<file path="src/rtl/tl_ul_a_arbiter.sv">
// tl_ul_a_arbiter
// Two-requester TileLink-UL arbiter that shares one downstream A/D port.
//   A channel : round-robin grant. Multi-beat Put messages keep the grant until
//               their last beat. The grant index is prepended as the MSB of
//               out_a_source.
//   D channel : zero-latency routing back to the requester named by
//               out_d_source[SRC_W]. The D fields go to both requesters, and
//               only the selected requester sees valid.
// Ports:
//   clock, reset_n (async, active-low)
//   a0_*/a1_*      upstream A requests          out_a_*  downstream A
//   out_d_*        downstream D responses       d0_*/d1_* upstream D
//   err_size       sticky: an A first beat had size > MAX_SIZE
//   dbg_state      FSM state (0 = IDLE, 1 = BURST)
// Handshake: every channel uses valid/ready. A beat transfers on a rising
//   clock edge where valid & ready are both high. Valid never depends on ready.
//   Once valid is raised it is held with stable fields until the transfer.
// Optional build macro: TL_ARB_INFLIGHT_LIMIT_EN. It adds per-requester
//   outstanding-message counters. A requester with MAX_INFLIGHT open messages
//   is left out of new arbitration.
module tl_ul_a_arbiter #(
    parameter int SRC_W        = 3,
    parameter int MAX_SIZE     = 6,
    parameter int MAX_INFLIGHT = 4
) (
    input  logic               clock,
    input  logic               reset_n,
    input  logic               a0_valid,
    output logic               a0_ready,
    input  logic [2:0]         a0_opcode,
    input  logic [2:0]         a0_param,
    input  logic [3:0]         a0_size,
    input  logic [SRC_W-1:0]   a0_source,
    input  logic [31:0]        a0_address,
    input  logic [3:0]         a0_mask,
    input  logic [31:0]        a0_data,
    input  logic               a1_valid,
    output logic               a1_ready,
    input  logic [2:0]         a1_opcode,
    input  logic [2:0]         a1_param,
    input  logic [3:0]         a1_size,
    input  logic [SRC_W-1:0]   a1_source,
    input  logic [31:0]        a1_address,
    input  logic [3:0]         a1_mask,
    input  logic [31:0]        a1_data,
    output logic               out_a_valid,
    input  logic               out_a_ready,
    output logic [2:0]         out_a_opcode,
    output logic [2:0]         out_a_param,
    output logic [3:0]         out_a_size,
    output logic [SRC_W:0]     out_a_source,
    output logic [31:0]        out_a_address,
    output logic [3:0]         out_a_mask,
    output logic [31:0]        out_a_data,
    input  logic               out_d_valid,
    output logic               out_d_ready,
    input  logic [2:0]         out_d_opcode,
    input  logic [1:0]         out_d_param,
    input  logic [3:0]         out_d_size,
    input  logic [SRC_W:0]     out_d_source,
    input  logic               out_d_denied,
    input  logic [31:0]        out_d_data,
    input  logic               out_d_corrupt,
    output logic               d0_valid,
    input  logic               d0_ready,
    output logic [2:0]         d0_opcode,
    output logic [1:0]         d0_param,
    output logic [3:0]         d0_size,
    output logic [SRC_W-1:0]   d0_source,
    output logic               d0_denied,
    output logic [31:0]        d0_data,
    output logic               d0_corrupt,
    output logic               d1_valid,
    input  logic               d1_ready,
    output logic [2:0]         d1_opcode,
    output logic [1:0]         d1_param,
    output logic [3:0]         d1_size,
    output logic [SRC_W-1:0]   d1_source,
    output logic               d1_denied,
    output logic [31:0]        d1_data,
    output logic               d1_corrupt,
    output logic               err_size,
    output logic               dbg_state
);
    // The counter width fits the largest message: 1 << (MAX_SIZE-2) beats.
    localparam int BEAT_W = MAX_SIZE - 1;

    typedef enum logic {IDLE = 1'b0, BURST = 1'b1} state_t;

    state_t            state;
    logic              prio, hold, hold_idx, burst_idx;
    logic [BEAT_W-1:0] beat_cnt;
    logic              grant, gnt_valid, req0, req1, blk0, blk1, ready_ok, fire;
    logic [3:0]        g_size;
    logic [2:0]        g_opcode;
    logic [BEAT_W-1:0] g_beats;
    logic              sel;

    // A multi-beat message carries data beats. The size is clamped, so an
    // oversized message still has a bounded length.
    function automatic logic [BEAT_W-1:0] beats_of(input logic multi, input logic [3:0] size);
        logic [3:0] s;
        s = (size > 4'(MAX_SIZE)) ? 4'(MAX_SIZE) : size;
        if (multi && s > 4'd2) return BEAT_W'(1) << (s - 4'd2);
        else                   return BEAT_W'(1);
    endfunction

    always_comb begin
        req0 = a0_valid & ~blk0;
        req1 = a1_valid & ~blk1;
        if (state == BURST)   grant = burst_idx;
        else if (hold)        grant = hold_idx;
        else if (req0 & req1) grant = prio;
        else                  grant = req1;
        // A grant that is locked (burst or hold) ignores the inflight mask.
        // Only a fresh IDLE choice is filtered by it.
        if (state == IDLE && !hold) begin
            gnt_valid = req0 | req1;
            ready_ok  = ~(grant ? blk1 : blk0);
        end else begin
            gnt_valid = grant ? a1_valid : a0_valid;
            ready_ok  = 1'b1;
        end
    end

    assign out_a_valid   = reset_n & gnt_valid;
    assign a0_ready      = reset_n & out_a_ready & ~grant & ready_ok;
    assign a1_ready      = reset_n & out_a_ready &  grant & ready_ok;
    assign fire          = out_a_valid & out_a_ready;

    assign g_opcode      = grant ? a1_opcode : a0_opcode;
    assign g_size        = grant ? a1_size   : a0_size;
    assign g_beats       = beats_of(g_opcode == 3'd0 || g_opcode == 3'd1, g_size);
    assign out_a_opcode  = g_opcode;
    assign out_a_size    = g_size;
    assign out_a_param   = grant ? a1_param   : a0_param;
    assign out_a_address = grant ? a1_address : a0_address;
    assign out_a_mask    = grant ? a1_mask    : a0_mask;
    assign out_a_data    = grant ? a1_data    : a0_data;
    assign out_a_source  = {grant, grant ? a1_source : a0_source};
    assign dbg_state     = (state == BURST);

    always_ff @(posedge clock or negedge reset_n) begin
        if (!reset_n) begin
            state     <= IDLE;
            prio      <= 1'b0;
            hold      <= 1'b0;
            hold_idx  <= 1'b0;
            burst_idx <= 1'b0;
            beat_cnt  <= '0;
            err_size  <= 1'b0;
        end else begin
            case (state)
                IDLE: begin
                    if (fire) begin
                        hold <= 1'b0;
                        if (g_size > 4'(MAX_SIZE)) err_size <= 1'b1;
                        if (g_beats != BEAT_W'(1)) begin
                            beat_cnt  <= g_beats - 1'b1;
                            burst_idx <= grant;
                            state     <= BURST;
                        end else begin
                            prio <= ~grant;
                        end
                    end else if (out_a_valid && !hold) begin
                        // The offered beat stalled. Freeze the choice so the
                        // A fields stay stable until it transfers.
                        hold     <= 1'b1;
                        hold_idx <= grant;
                    end
                end
                BURST: begin
                    if (fire) begin
                        beat_cnt <= beat_cnt - 1'b1;
                        if (beat_cnt == BEAT_W'(1)) begin
                            state <= IDLE;
                            prio  <= ~burst_idx;
                        end
                    end
                end
                default: state <= IDLE;
            endcase
        end
    end

    // D channel: route by the source MSB that the A side prepended.
    assign sel         = out_d_source[SRC_W];
    assign d0_valid    = reset_n & out_d_valid & ~sel;
    assign d1_valid    = reset_n & out_d_valid &  sel;
    assign out_d_ready = reset_n & (sel ? d1_ready : d0_ready);
    assign d0_opcode   = out_d_opcode;
    assign d1_opcode   = out_d_opcode;
    assign d0_param    = out_d_param;
    assign d1_param    = out_d_param;
    assign d0_size     = out_d_size;
    assign d1_size     = out_d_size;
    assign d0_source   = out_d_source[SRC_W-1:0];
    assign d1_source   = out_d_source[SRC_W-1:0];
    assign d0_denied   = out_d_denied;
    assign d1_denied   = out_d_denied;
    assign d0_data     = out_d_data;
    assign d1_data     = out_d_data;
    assign d0_corrupt  = out_d_corrupt;
    assign d1_corrupt  = out_d_corrupt;

`ifdef TL_ARB_INFLIGHT_LIMIT_EN
    localparam int CNT_W = $clog2(MAX_INFLIGHT + 1);
    logic [CNT_W-1:0]  cnt0, cnt1;
    logic [BEAT_W-1:0] d_cnt, d_beats;
    logic              d_fire, d_last, inc0, inc1, dec0, dec1;

    assign blk0    = (cnt0 == CNT_W'(MAX_INFLIGHT));
    assign blk1    = (cnt1 == CNT_W'(MAX_INFLIGHT));
    assign d_fire  = out_d_valid & out_d_ready;
    assign d_beats = beats_of(out_d_opcode == 3'd1, out_d_size);
    // D messages never interleave, so one remaining-beat counter serves both.
    // A value of zero means the next D beat starts a new message.
    assign d_last  = (d_cnt == '0) ? (d_beats == BEAT_W'(1)) : (d_cnt == BEAT_W'(1));
    assign inc0    = fire & (state == IDLE) & ~grant;
    assign inc1    = fire & (state == IDLE) &  grant;
    assign dec0    = d_fire & d_last & ~sel & (cnt0 != '0);
    assign dec1    = d_fire & d_last &  sel & (cnt1 != '0);

    always_ff @(posedge clock or negedge reset_n) begin
        if (!reset_n) begin
            cnt0  <= '0;
            cnt1  <= '0;
            d_cnt <= '0;
        end else begin
            if (d_fire) d_cnt <= (d_cnt == '0) ? d_beats - 1'b1 : d_cnt - 1'b1;
            if (inc0 && !dec0)      cnt0 <= cnt0 + 1'b1;
            else if (dec0 && !inc0) cnt0 <= cnt0 - 1'b1;
            if (inc1 && !dec1)      cnt1 <= cnt1 + 1'b1;
            else if (dec1 && !inc1) cnt1 <= cnt1 - 1'b1;
        end
    end
`else
    assign blk0 = 1'b0;
    assign blk1 = 1'b0;
`endif

endmodule

</file>
<file path="config.mk">
export PLATFORM = sky130hd
export DESIGN_NAME = tl_ul_a_arbiter
export DESIGN_NICKNAME = d
export VERILOG_FILES = /design/src/rtl/tl_ul_a_arbiter.sv
export SDC_FILE = /design/constraint.sdc
export NUM_CORES = 1
export LEC_CHECK = 0
export ABC_AREA = 1
export CAP_MARGIN = 15
export CORE_AREA = 8 8 147 149
export DETAILED_ROUTE_END_ITERATION = 12
export DIE_AREA = 0 0 155 157
export PLACE_DENSITY = 0.62
export SYNTH_ARGS = -nofsm -noshare
export SYNTH_HDL_FRONTEND = slang
export SYNTH_SLANG_ARGS = --single-unit
</file>
<file path="constraint.sdc">
create_clock -name clock -period 8 [get_ports clock]
set_input_delay 2 -clock clock [delete_from_list [all_inputs] [get_ports clock]]
set_output_delay 2 -clock clock [all_outputs]
set_load 0.02 [all_outputs]
</file>
==> flow_summary.ini <==
[outcome]
outcome = finished, final reports clean

[sta]
whs_ps = 470
fin_crit_ps = 6730
max_freq_mhz = 149
relSlewSlack = 0.402
tns_ps = 0
worst_pin_slew_ps = 898
fin_crit_sh = 0.841
hold_viol = 0
setup_violations = 0
finalMaxSlewViolations = 0
rsz0062_at_grt = no
fin_skew_ps = 3.17

[setup_path]
critPathMaxFanout = 38
ff2ff_setup_slack_ps = 4130
startpoint = a1_valid
cp.arrival_ps = 4730
cp_data_required_time_ps = 6000
r2r_start = dbg_state
setup.worst_path.class = in -> out
critPathLaunchType = input port
cp-end-kind = output pin

[synth]
synth_cell_types = 30
ys_ff_latch = 11
synth-edff-count = 0
synth.avg_cell_area_um2 = 5.45
synth_top_cells_by_area = nand2_1, buf_4, dfrtp_1
synth.largest_area_cell = nand2_1
synth_common_cells = nand2_1, buf_4, inv_1
yosys_warnings = 0
syn_inst = 500
yosysMostFrequentCell = nand2_1
ys.flop_type = dfrtp_1
synth_nets = 722
netlist_area_um2 = 2720
async_flop_share = 1.00
ys_seq_area_frac = 0.101
synth.top_cell.area_share = 0.373

[grt]
grt.total_usage = 0.114
grt_overflow_total = 0
grt_pass1_vias = 3446
grt_max_degree = 83
top_usage_layer = met2
grtUsageMet1 = 0.115
grt_pass1_wl_um = 21400
grtUsageMet2 = 0.193
use_met3 = 0.0806
antenna_found_initial = 1

[final_layout]
drive_above_1_share = 0.0611
fill_cells = 2129
syn2layout_area_growth_pct = 82.6
multi_input_area_um2 = 1570
antenna_cells = 0
final_nets = 878
seqCellArea_um2 = 275

[place]
place_hpwl_um = 13000
io_buffers = 260
gp_congestion = 0.806

[cts]
clockBufferDepth = 2
numCtsBuffers = 3
clkLatencyLatePin_ps = 230
clockRootBuffer = clkbuf_16
path_clk_slew_ps = 40
post_cts_buffers = 0
cts_num_sinks = 11
htreeDepth = 1
cts_tree = built
postCtsHoldBufs = 0
post_cts_resized = 0

[route]
vias = 3349
post-route-drc-count = 0
wl_um = 14900
drtIter0Drc = 97
vias_per_cell = 3.64
wl_per_cell_um = 16.2
ant_nets = 0
dr.pass1.iters = 4

[power_and_ir_drop]
p_total_w = 0.00198
ir_drop_v = 0.000200
powerDensity_nw_per_um2 = 398
p_leak_nw = 2.33

[die]
pin_count = 399
start_util = 0.142
rows = 51
coreArea_um2 = 19200
fp.dieW_um = 155
die-area_um2 = 24300
die_h_um = 157

[worst_hold_path]
hp-class = reg -> reg
hold_start = err_size

[job]
maxCapViolations = 0
flip-flops by register name, indices dropped and copies added (netlist names):
register and count:
prio 1, dbg_state 1, hold 1, burst_idx 1, err_size 1, beat_cnt 5, hold_idx 1
cell usage in the layout, fill, tap and decap left out:
master             n
nand2_8            1
buf_4              3
o21ai_0            6
clkbuf_1           1
or2_1              1
o21ai_2            1
o21ai_1            4
nand2_2           11
nand3_1           12
inv_1             21
o21bai_1           2
nor2_1            14
nand4_1            1
clkdlybuf4s50_1  260
ha_1               5
a21oi_2            1
nor3_1             2
nand2_4            6
nand3_2            3
nor2_2             3
nand2_1          271
xnor2_1            1
a21oi_1            2
inv_2              5
dfrtp_1           11
clkbuf_16          3
nor2_4             1
nand4_2            2
o31ai_1            1
per-stage QoR:
| stage | worst slack [ps] | area, um^2 | utilization | std cells |
|---|---|---|---|---|
| 6_report | 1270 | 4970 | 0.259 | 920 |
| 5_1_grt | 1050 | 4970 | 0.259 | 920 |
| 4_1_cts | 1240 | 4970 | 0.259 | 920 |
| 3_5_place_dp | 1250 | 4890 | 0.255 | 916 |
| 3_3_place_gp | 1230 | 4890 | 0.255 | 916 |
| 2_1_floorplan | 2590 | 2720 | - | 500 |
routing by layer:
metal	vias to the layer above	part of all wire
met4	2	0.012
met1	1402	0.36
li1	1721	-
met2	206	0.46
met5	-	0.00087
met3	18	0.16
power by group:
part	internal, W	switching [W]
sequential	0.0000795	0.0000263
clock	0.0000668	0.0000230
combinational	0.000731	0.00105
critical path, stage by stage:
cell and delay (ps):
clkdlybuf4s50_1 480, inv_1 40, nor2_1 80, nand2_1 80, nand2_2 190, nand2_8 80
inv_2 540, buf_4 390, nand2_1 80, nand2_1 110, clkdlybuf4s50_1 620
worst paths after layout:
check | endpoint | cells past startpoint
worst max-delay path | out_a_mask[2] | 11
worst min-delay path | err_size | 1
worst max register to register | beat_cnt[2] | 19
worst min register to register | err_size | 1
max in group asynchronous | hold | 1
min in group asynchronous | beat_cnt[3] | 1
cells by family after synthesis:
group,after synthesis,synth area share
flip-flops,11,0.101
AND/OR/NAND/NOR,328,0.512
adder cells (fa/ha/maj),5,0.0230
AO/OA/AOI/OAI,17,0.0367
buffers and inverters,138,0.324
XOR/XNOR,1,0.00322
cell type report:
class	instances	area share
Tap cell	265	0.0667
Clock buffer	4	0.0158
Multi-Input combinational cell	351	0.315
Sequential cell	11	0.0553
Timing Repair Buffer	263	0.528
Inverter	26	0.0196
(Power assumes the default switching activity.)
